===== src/rtl/cp0_ex_ctrl.sv =====
// Exception/interrupt/ERET sequencer in front of CP0: one COMMIT cycle of CP0
// writes, a fixed-length pipeline flush, then a valid/ready redirect to fetch.
module cp0_ex_ctrl #(
  parameter int unsigned FLUSH_CYCLES = 2,
  parameter logic [31:0] EX_ENTRY     = 32'hbfc00380
) (
  input  logic        clk,
  input  logic        reset,
  input  logic        ws_valid,
  input  logic        ws_ex,
  input  logic [4:0]  ws_excode,
  input  logic        ws_eret,
  input  logic        ws_bd,
  input  logic [31:0] ws_pc,
  input  logic        int_pending,
  input  logic [31:0] cp0_epc,
  output logic [2:0]  cp0_ex_code,
  output logic [4:0]  cp0_excode,
  output logic [31:0] cp0_wdata,
  output logic        cp0_bd,
  output logic        cp0_eret,
  output logic        flush,
  output logic        redirect_valid,
  output logic [31:0] redirect_pc,
  input  logic        redirect_ready,
  output logic        busy
);

  typedef enum logic [1:0] {S_IDLE, S_COMMIT, S_FLUSH, S_REDIRECT} state_e;
  typedef enum logic [1:0] {K_NONE, K_INT, K_EXC, K_ERET} kind_e;

  localparam logic [3:0] FLUSH_INIT = 4'(FLUSH_CYCLES - 1);

  state_e      state_q, state_d;
  kind_e       kind_q, kind_d;
  logic [31:0] pc_q, pc_d;
  logic        bd_q, bd_d;
  logic [4:0]  excode_q, excode_d;
  logic [3:0]  cnt_q, cnt_d;
  logic        holdoff_q, holdoff_d;
  logic [31:0] redirect_pc_q, redirect_pc_d;

  always_comb begin
    // NOTE: every signal gets a default first so no path leaves it unassigned (no latches).
    state_d        = state_q;
    kind_d         = kind_q;
    pc_d           = pc_q;
    bd_d           = bd_q;
    excode_d       = excode_q;
    cnt_d          = cnt_q;
    holdoff_d      = holdoff_q;
    redirect_pc_d  = redirect_pc_q;
    cp0_ex_code    = 3'b000;
    cp0_excode     = 5'h00;
    cp0_wdata      = 32'h0;
    cp0_bd         = 1'b0;
    cp0_eret       = 1'b0;
    flush          = 1'b0;
    redirect_valid = 1'b0;
    redirect_pc    = 32'h0;

    case (state_q)
      S_IDLE: begin
        // Holdoff lasts a single IDLE cycle so CP0's EXL clear can reach int_pending.
        holdoff_d = 1'b0;
        if (ws_valid) begin
          pc_d = ws_pc;
          bd_d = ws_bd;
          if (int_pending && !holdoff_q) begin
            kind_d   = K_INT;
            excode_d = 5'h00;
            state_d  = S_COMMIT;
          end else if (ws_ex) begin
            kind_d   = K_EXC;
            excode_d = ws_excode;
            state_d  = S_COMMIT;
          end else if (ws_eret) begin
            kind_d   = K_ERET;
            excode_d = 5'h00;
            state_d  = S_COMMIT;
          end
        end
      end

      S_COMMIT: begin
        flush = 1'b0 | 1'b1;
        if (kind_q == K_INT || kind_q == K_EXC) begin
          cp0_ex_code = (kind_q == K_INT) ? 3'b010 : 3'b001;
          cp0_excode  = excode_q;
          cp0_wdata   = pc_q;
          cp0_bd      = bd_q;
        end
        cp0_eret = (kind_q == K_ERET);
        // EPC is read before CP0 applies this cycle's write, so a new EPC is never used.
        redirect_pc_d = (kind_q == K_ERET) ? cp0_epc : EX_ENTRY;
        cnt_d         = FLUSH_INIT;
        state_d       = S_FLUSH;
      end

      S_FLUSH: begin
        flush = 1'b1;
        if (cnt_q == 4'd0) begin
          state_d = S_REDIRECT;
        end else begin
          cnt_d = cnt_q - 4'd1;
        end
      end

      S_REDIRECT: begin
        redirect_valid = 1'b1;
        redirect_pc    = redirect_pc_q;
        if (redirect_ready) begin
          holdoff_d = (kind_q == K_ERET);
          state_d   = S_IDLE;
        end
      end

      default: state_d = S_IDLE;
    endcase
  end

  assign busy = (state_q != S_IDLE);

  always_ff @(posedge clk) begin
    // NOTE: sequential state uses non-blocking assignments; reset is synchronous.
    if (reset) begin
      state_q       <= S_IDLE;
      kind_q        <= K_NONE;
      pc_q          <= 32'h0;
      bd_q          <= 1'b0;
      excode_q      <= 5'h00;
      cnt_q         <= 4'd0;
      holdoff_q     <= 1'b0;
      redirect_pc_q <= 32'h0;
    end else begin
      state_q       <= state_d;
      kind_q        <= kind_d;
      pc_q          <= pc_d;
      bd_q          <= bd_d;
      excode_q      <= excode_d;
      cnt_q         <= cnt_d;
      holdoff_q     <= holdoff_d;
      redirect_pc_q <= redirect_pc_d;
    end
  end

endmodule

===== config.mk =====
export PLATFORM = sky130hd
export DESIGN_NAME = cp0_ex_ctrl
export DESIGN_NICKNAME = d
export VERILOG_FILES = /design/src/rtl/cp0_ex_ctrl.sv
export SDC_FILE = /design/constraint.sdc
export NUM_CORES = 1
export LEC_CHECK = 0
export ABC_AREA = 1
export CORE_MARGIN = 4
export CORE_UTILIZATION = 38
export CTS_CLUSTER_SIZE = 10
export DETAILED_ROUTE_END_ITERATION = 8
export PLACE_DENSITY = 0.75
export SYNTH_ARGS = -nofsm -noshare
export SYNTH_HDL_FRONTEND = slang
export SYNTH_SLANG_ARGS = --single-unit
export TNS_END_PERCENT = 100

===== constraint.sdc =====
create_clock -name clk -period 1.6 [get_ports clk]
set_clock_uncertainty 0.15 [all_clocks]
set_input_delay 0.24 -clock clk [delete_from_list [all_inputs] [get_ports clk]]
set_output_delay 0.24 -clock clk [all_outputs]
set_load 0.01 [all_outputs]

==> results of run 1 <==
-- state kept, by name (all words and copies together) (netlist names) --
signal         count
pc_q              32
redirect_pc_q     32
excode_q           5
cnt_q              4
kind_q             2
state_q            2
bd_q               1
holdoff_q          1
-- through the flow --
stage | worst slack, ns | setup TNS, ns | hold WS, ns | cell area (sq um)
3_3_place_gp | -0.6124 | -34.77 | 0.2877 | 5494
3_5_place_dp | -0.6711 | -37.00 | 0.2965 | 5494
4_1_cts | -0.5447 | -32.48 | 0.2839 | 6394
5_1_grt | -0.5966 | -40.88 | 0.3056 | 6938
6_report | -0.5529 | -33.54 | 0.3025 | 6938
2_1_floorplan | -0.07358 | -1.033 | 0.2328 | 3697
-- worst paths after layout --
| path | from | to | depth (start not counted) |
|---|---|---|---|
| setup / recovery | kind_q[0]$_SDFFE_PP0P_ | cp0_excode[1] | 7 |
| hold / removal | cp0_epc[19] | redirect_pc_q[19]$_SDFFE_PP0P_ | 3 |
| setup reg to reg | state_q[0]$_SDFFE_PP0P_ | pc_q[26]$_SDFFE_PP0P_ | 10 |
| hold reg to reg | pc_q[18]$_SDFFE_PP0P_ | pc_q[18]$_SDFFE_PP0P_ | 2 |
-- cell type report --
class | instances | share of cell area [%]
Inverter | 90 | 5.086
Clock inverter | 4 | 1.010
Clock buffer | 11 | 2.038
Multi-Input combinational cell | 292 | 31.87
Timing Repair Buffer | 220 | 34.81
Tap cell | 129 | 2.326
Sequential cell | 79 | 22.87
-- repair_timing --
action / in CTS / in global routing
setup buffers: 27 / 10
pin swaps: 26 / 22
gates cloned: 7 / 6
resized for setup: 469 / 182
setup endpoints to repair: 110 / 127
-- cells by family (layout without fill, tap and decap cells) --
logic type	Yosys count	in the layout	share of synthesized area (%)
other	1	1	0.1038
flip-flops	79	79	43.77
AND/OR/NAND/NOR	166	167	20.91
adder cells (fa/ha/maj)	9	9	3.116
AO/OA/AOI/OAI	115	115	18.14
buffers and inverters	121	325	13.95
-- placed cells by master (no fill, tap or decap), types with 2 or more instances in the layout --
cell / n
buf_6: 90
clkdlybuf4s50_1: 76
dfxtp_1: 75
nand2_1: 53
inv_1: 51
a21oi_1: 44
inv_2: 34
nor2_4: 33
nand2_2: 30
o21ai_2: 23
buf_4: 22
a21oi_2: 20
nand2_4: 14
nor2_1: 13
o221a_2: 12
buf_2: 12
clkbuf_8: 10
buf_12: 10
o21ai_1: 9
nor2_2: 6
nand4_1: 6
ha_4: 6
nand3_1: 5
inv_4: 4
o21ai_4: 4
clkbuf_16: 4
dfxtp_2: 4
buf_8: 4
ha_1: 3
nand2_8: 2
nand3_2: 2
clkinv_2: 2
bufinv_16: 2
buf_16: 2
-- where the power goes --
group	internal [W]	switching [W]
logic	0.00201	0.00207
clock network	0.000909	0.000707
registers	0.00239	0.000214
total	0.00531	0.00299
-- per-layer routing --
layer,up-vias,wire length (microns),track usage (%)
li1,1934,-,-
met1,1887,5172,25.27
met2,152,6844,38.48
met3,11,1013,5.083
met4,0,131,6.383
met5,-,0,0
-- tightest hold or removal path, stage by stage --
cell	delay [ns]
clkdlybuf4s50_1	0.40
nand2_1	0.06
a21oi_1	0.05
==> summary.txt, run 1 <==
First-pass GRT wire length: 19420 microns
Via count: 3984
DR DRC count: 0
Routed Antenna Nets: 0
Worst path cell trace: inv_2 > ha_4 > or2_4 > buf_12 > buf_12 > nor2_4 > buf_6
Cell Rows: 35
Slowest stage cell on the critical path: dfxtp_2
Leakage power: 3.047 nW
Filler Cell Count: 648
CP arrival: 1.76 ns
Total power: 0.008301 W
Post-synth top cells: nand2_1 (97), inv_1 (88), dfxtp_1 (79)
Cts hold-fix bufs: 0
Max Cap Viol: 0
CTS root buf: clkbuf_8
Multi-input gate area: 2211 sq um
Number of buffers created by CTS: 9
Area added between synthesis and finish: 92.00%
Initial Util: 39.11%
Final setup margin: -0.5529 ns
PortBufs: 152
Final Hold Fails: 0
HP Class: in2reg
CP Launch Type: flip-flop
Post-synth net total: 577
Vias per inst: 4.829
PwrDens: 1196 nW/um^2
Crit Path Max Fanout: 8
Max transition margin: 65.92%
Cells after Synth: 491
Placed Cells: 772
Asr flop ratio synth: 0%
DIE AREA: 11130 sq um
Post-synth top area share: 43.77%
RSZ-0062 raised after global routing: true
Chip width: 105.5 microns
Die height: 105.5 microns
Core Region: 9240 sq um
Failing checks: negative setup slack
Max incr delay on CP: 0.34 ns
Slew Viols, Final: 0
Initial antenna violation count: 0
GRT Total Usage: 21.44%
Clock tree from TritonCTS: yes
Gr ovfl total: 0
Post-synth cell types: 25
Critical Path RT: 1.21 ns
Finish-stage setup viols: 122
Ys Warns: 0
TritonRoute pass-1 iters: 4
Register area share after synthesis: 43.77%
Final Instance Count excl. Fillers: 825
Layout cell share with drive strength beyond 1: 51.15%
Clock buffer depth: 2
Pin count of the biggest net entering global routing: 41
R2R setup slack: -0.19 ns
Vias in the first global route: 4005
Worst Path Class, Setup: reg2out
Buf+Inv Stages, Crit Path: 4
End-of-flow core utilization: 75.08%
Sequential standard cell area: 1587 sq um
Main synth FF type: dfxtp_1
EDFF count, synth: 0
Top delay family on crit path: buffers and inverters
Worst vdd ir: 0.6911 mV
Wire per inst: 15.95 microns
Count leader, synth: nand2_1
Most Frequent Cell on Critical Path: buf_12
Leading area contributor after synthesis: dfxtp_1
Avg Cell Area, Syn: 7.359 sq um
1st-iter DRT viols: 132
Antenna Diode Count: 0
Clock transition at the registers of the reported paths: 0.08 ns
Num Clock Sinks: 79
Min cycle time layout: 2.153 ns
Nets: 778
Fin crit share: 134.6%
Timing-limited maximum frequency: 464.5 MHz
Final WL: 13160 microns
Crit. End Element: primary output
Ports: 154
Status: complete, but fails checks
Yosys reg bits: 79
Worst-Skew Late Latency: 0.34 ns
Placer Congestion: 0.7767
Worst-Margin Slew: 0.5096 ns
HPWL Detailed: 7451 microns
Top post-synthesis cells by area: dfxtp_1 (44%), nand2_1 (10%), inv_1 (9.1%)
H-Tree Depth: 3
Syn Std Cell Area: 3613 sq um
Power figures use the tool's default switching activity.
==> run 2: changes to the inputs <==
--- a/config.mk
+++ b/config.mk
@@ -6,6 +6,7 @@
 export NUM_CORES = 1
 export LEC_CHECK = 0
 export ABC_AREA = 1
+export CORE_ASPECT_RATIO = 1.75
 export CORE_MARGIN = 4
 export CORE_UTILIZATION = 38
 export CTS_CLUSTER_SIZE = 10
==> summary.txt, run 2 (synthesis gave the netlist of run 1 again) <==
Internal Pwr Total: 0.006072 W (+14%)
Combinational Power Share: 48.6% (-0.5 points)
Initial antenna violation count: 0 (unchanged)
Biggest regs: pc_q: 32 flops, redirect_pc_q: 32 flops, excode_q: 5 flops
Most frequent cells in the layout: buf_6 (94), clkdlybuf4s50_1 (76), dfxtp_1 (75), nand2_1 (54), inv_1 (45)
Nets: 787 (+1.2%)
End-of-flow core utilization: 81.73% (+6.6 points)
PwrDens: 1263 nW/um^2 (+5.6%)
CP startpoint: kind_q[0]$_SDFFE_PP0P_
Antenna Diode Count: 0 (unchanged)
Switching share of power: 35.74% (-0.29 points)
Flop pwr share: 28.2% (-3.2 points)
Max transition margin: 60.85% (-5.1 points)
Worst reg2reg startpoint: state_q[0]$_SDFFE_PP0P_
Clock transition at the registers of the reported paths: 0.06 ns (-0.02 ns)
Layout cell share with drive strength beyond 1: 53.40% (+2.3 points)
Core Region: 9151 sq um (-0.96%)
Max Cap Viol: 0 (unchanged)
Critical Path RT: 1.21 ns (about the same)
R2R setup slack: -0.29 ns (-0.10 ns)
Slew Viols, Final: 0 (unchanged)
Final WL: 15310 microns (+16%)
Via count: 4142 (+4.0%)
Worst-Skew Late Latency: 0.34 ns (about the same)
Vias in the first global route: 3914 (-2.3%)
First-pass GRT wire length: 18790 microns (-3.3%)
Cell Rows: 46 (+31%)
Ports: 154 (unchanged)
Pin count of the biggest net entering global routing: 36 (-12%)
Gr ovfl total: 0 (unchanged)
GR Util met1: 22.73% (-2.5 points)
R2R depth: 13 (+3)
R2r endpoint: state_q[0]$_SDFFE_PP0P_
1st-iter DRT viols: 168 (+27%)
Wire per inst: 18.53 microns (+16%)
TritonRoute pass-1 iters: 6 (+2)
Vias per inst: 5.015 (+3.8%)
Status: complete, but fails checks
Worst path cell trace: inv_2 > ha_4 > or2_4 > clkbuf_16 > nor2_1 > buf_2
Crit Path Max Fanout: 6 (-2)
Proportion of power drawn by the clock network: 23.2% (+3.7 points)
H-Tree Depth: 3 (unchanged)
Min cycle time layout: 2.088 ns (-0.06521 ns)
RSZ-0062 raised after global routing: true
Crit. End Element: primary output
PortBufs: 152 (unchanged)
Finish-stage setup viols: 120 (-1.6%)
CTS root buf: clkbuf_16
Cts hold-fix bufs: 0 (unchanged)
GR peak layer: met2
Leakage power: 3.456 nW (+13%)
CP Launch Type: flip-flop
Final Hold Fails: 0 (unchanged)
Placed cell area: 5483 sq um (-0.20%)
Clock tree from TritonCTS: yes
Setup crit end: cp0_wdata[30]
Final setup margin: -0.4877 ns (+0.06521 ns)
Met2 Use GR: 40.88% (+2.4 points)
Chip width: 81.72 microns (-23%)
GRT Total Usage: 21.80% (+0.36 points)
HP Class: in2reg
Total power: 0.009449 W (+14%)
DR DRC count: 0 (unchanged)
Slowest stage cell on the critical path: or2_4
Worst vdd ir: 0.8456 mV (+22%)
Max incr delay on CP: 0.35 ns (about the same)
Commonest non-fill, non-tap cell in the layout: buf_6
CP arrival: 1.70 ns (-0.06 ns)
Num Clock Sinks: 79 (unchanged)
Area added between synthesis and finish: 107.0%
Clock buffer depth: 2 (unchanged)
Psw: 0.003377 W (+13%)
Hold_ws: 0.3014 ns (-0.001075 ns)
Initial Util: 39.49% (+0.38 points)
Die height: 137 microns (+30%)
Worst Path Class, Setup: reg2out
Pre-CTS setup slack: -0.6925 ns (-0.02132 ns)
Worst-Margin Slew: 0.5854 ns (+0.07575 ns)
HPWL Detailed: 7728 microns (+3.7%)
Final Cell Area: 7480 sq um (+7.8%)
Routed Antenna Nets: 0 (unchanged)
Number of buffers created by CTS: 9 (unchanged)
GRT met3 Usage: 5.007% (-0.076 points)
DIE AREA: 11200 sq um (+0.55%)
Failing checks: negative setup slack
Fin crit share: 130.5% (-4.1 points)
Timing-limited maximum frequency: 479.0 MHz (+3.1%)
Placer Congestion: 0.8870 (+14%)
==> run 2: how the worst min path moves through the flow <==
stage	from	endpoint	cells after the start
floorplan	cp0_epc[19]	redirect_pc_q[19]$_SDFFE_PP0P_	2
global placement	pc_q[29]$_SDFFE_PP0P_	pc_q[29]$_SDFFE_PP0P_	2
detailed placement	pc_q[30]$_SDFFE_PP0P_	pc_q[30]$_SDFFE_PP0P_	2
CTS	cp0_epc[16]	redirect_pc_q[16]$_SDFFE_PP0P_	3
global route	cp0_epc[11]	redirect_pc_q[11]$_SDFFE_PP0P_	3
finish	cp0_epc[11]	redirect_pc_q[11]$_SDFFE_PP0P_	3
==> run 2: cell type report <==
type                            instances  area (sq um)
Timing Repair Buffer                  228          2688
Multi-Input combinational cell        293          2384
Fill cell                             463          1672
Sequential cell                        79          1592
Inverter                               90         352.8
Clock buffer                           11         232.7
Tap cell                              120         150.1
Clock inverter                          5         81.33
==> run 2: timing repair <==
action | 4_1_cts | 5_1_grt
setup endpoints to repair | 121 | 133
buffers inserted | 19 | 12
cloned | 8 | 13
resized for setup | 415 | 270
pin swaps | 17 | 40
==> run 2: critical path: cells and delay by family, from the launching register on <==
family        cells  cell delay [ns]
fa+ha+maj         1             0.21
flops             1             0.32
simple gates      2             0.42
buf+inv           3             0.41
==> run 2: stage by stage <==
stage / setup TNS, ns / instances
finish: -31.76 / 826
global route: -36.19 / 826
CTS: -31.07 / 805
detailed placement: -36.12 / 763
global placement: -32.82 / 763
floorplan: -1.033 / 491
==> run 2: power by group through the flow <==
stage	logic [W]	clock network [W]	registers (W)
3_5_place_dp	0.00241	0	0.00260
2_1_floorplan	0.00149	0	0.00257
3_3_place_gp	0.00233	0	0.00258
4_1_cts	0.00314	0.00222	0.00258
6_report	0.00460	0.00219	0.00266
5_1_grt	0.00485	0.00230	0.00269
==> run 2: routing by layer <==
layer | part of all wire (%) | up-vias | wire length (microns)
met5 | 0 | - | 0
met4 | 2.6 | 0 | 398
met3 | 5.6 | 31 | 857
met2 | 57 | 166 | 8741
met1 | 35 | 1985 | 5309
li1 | - | 1960 | -
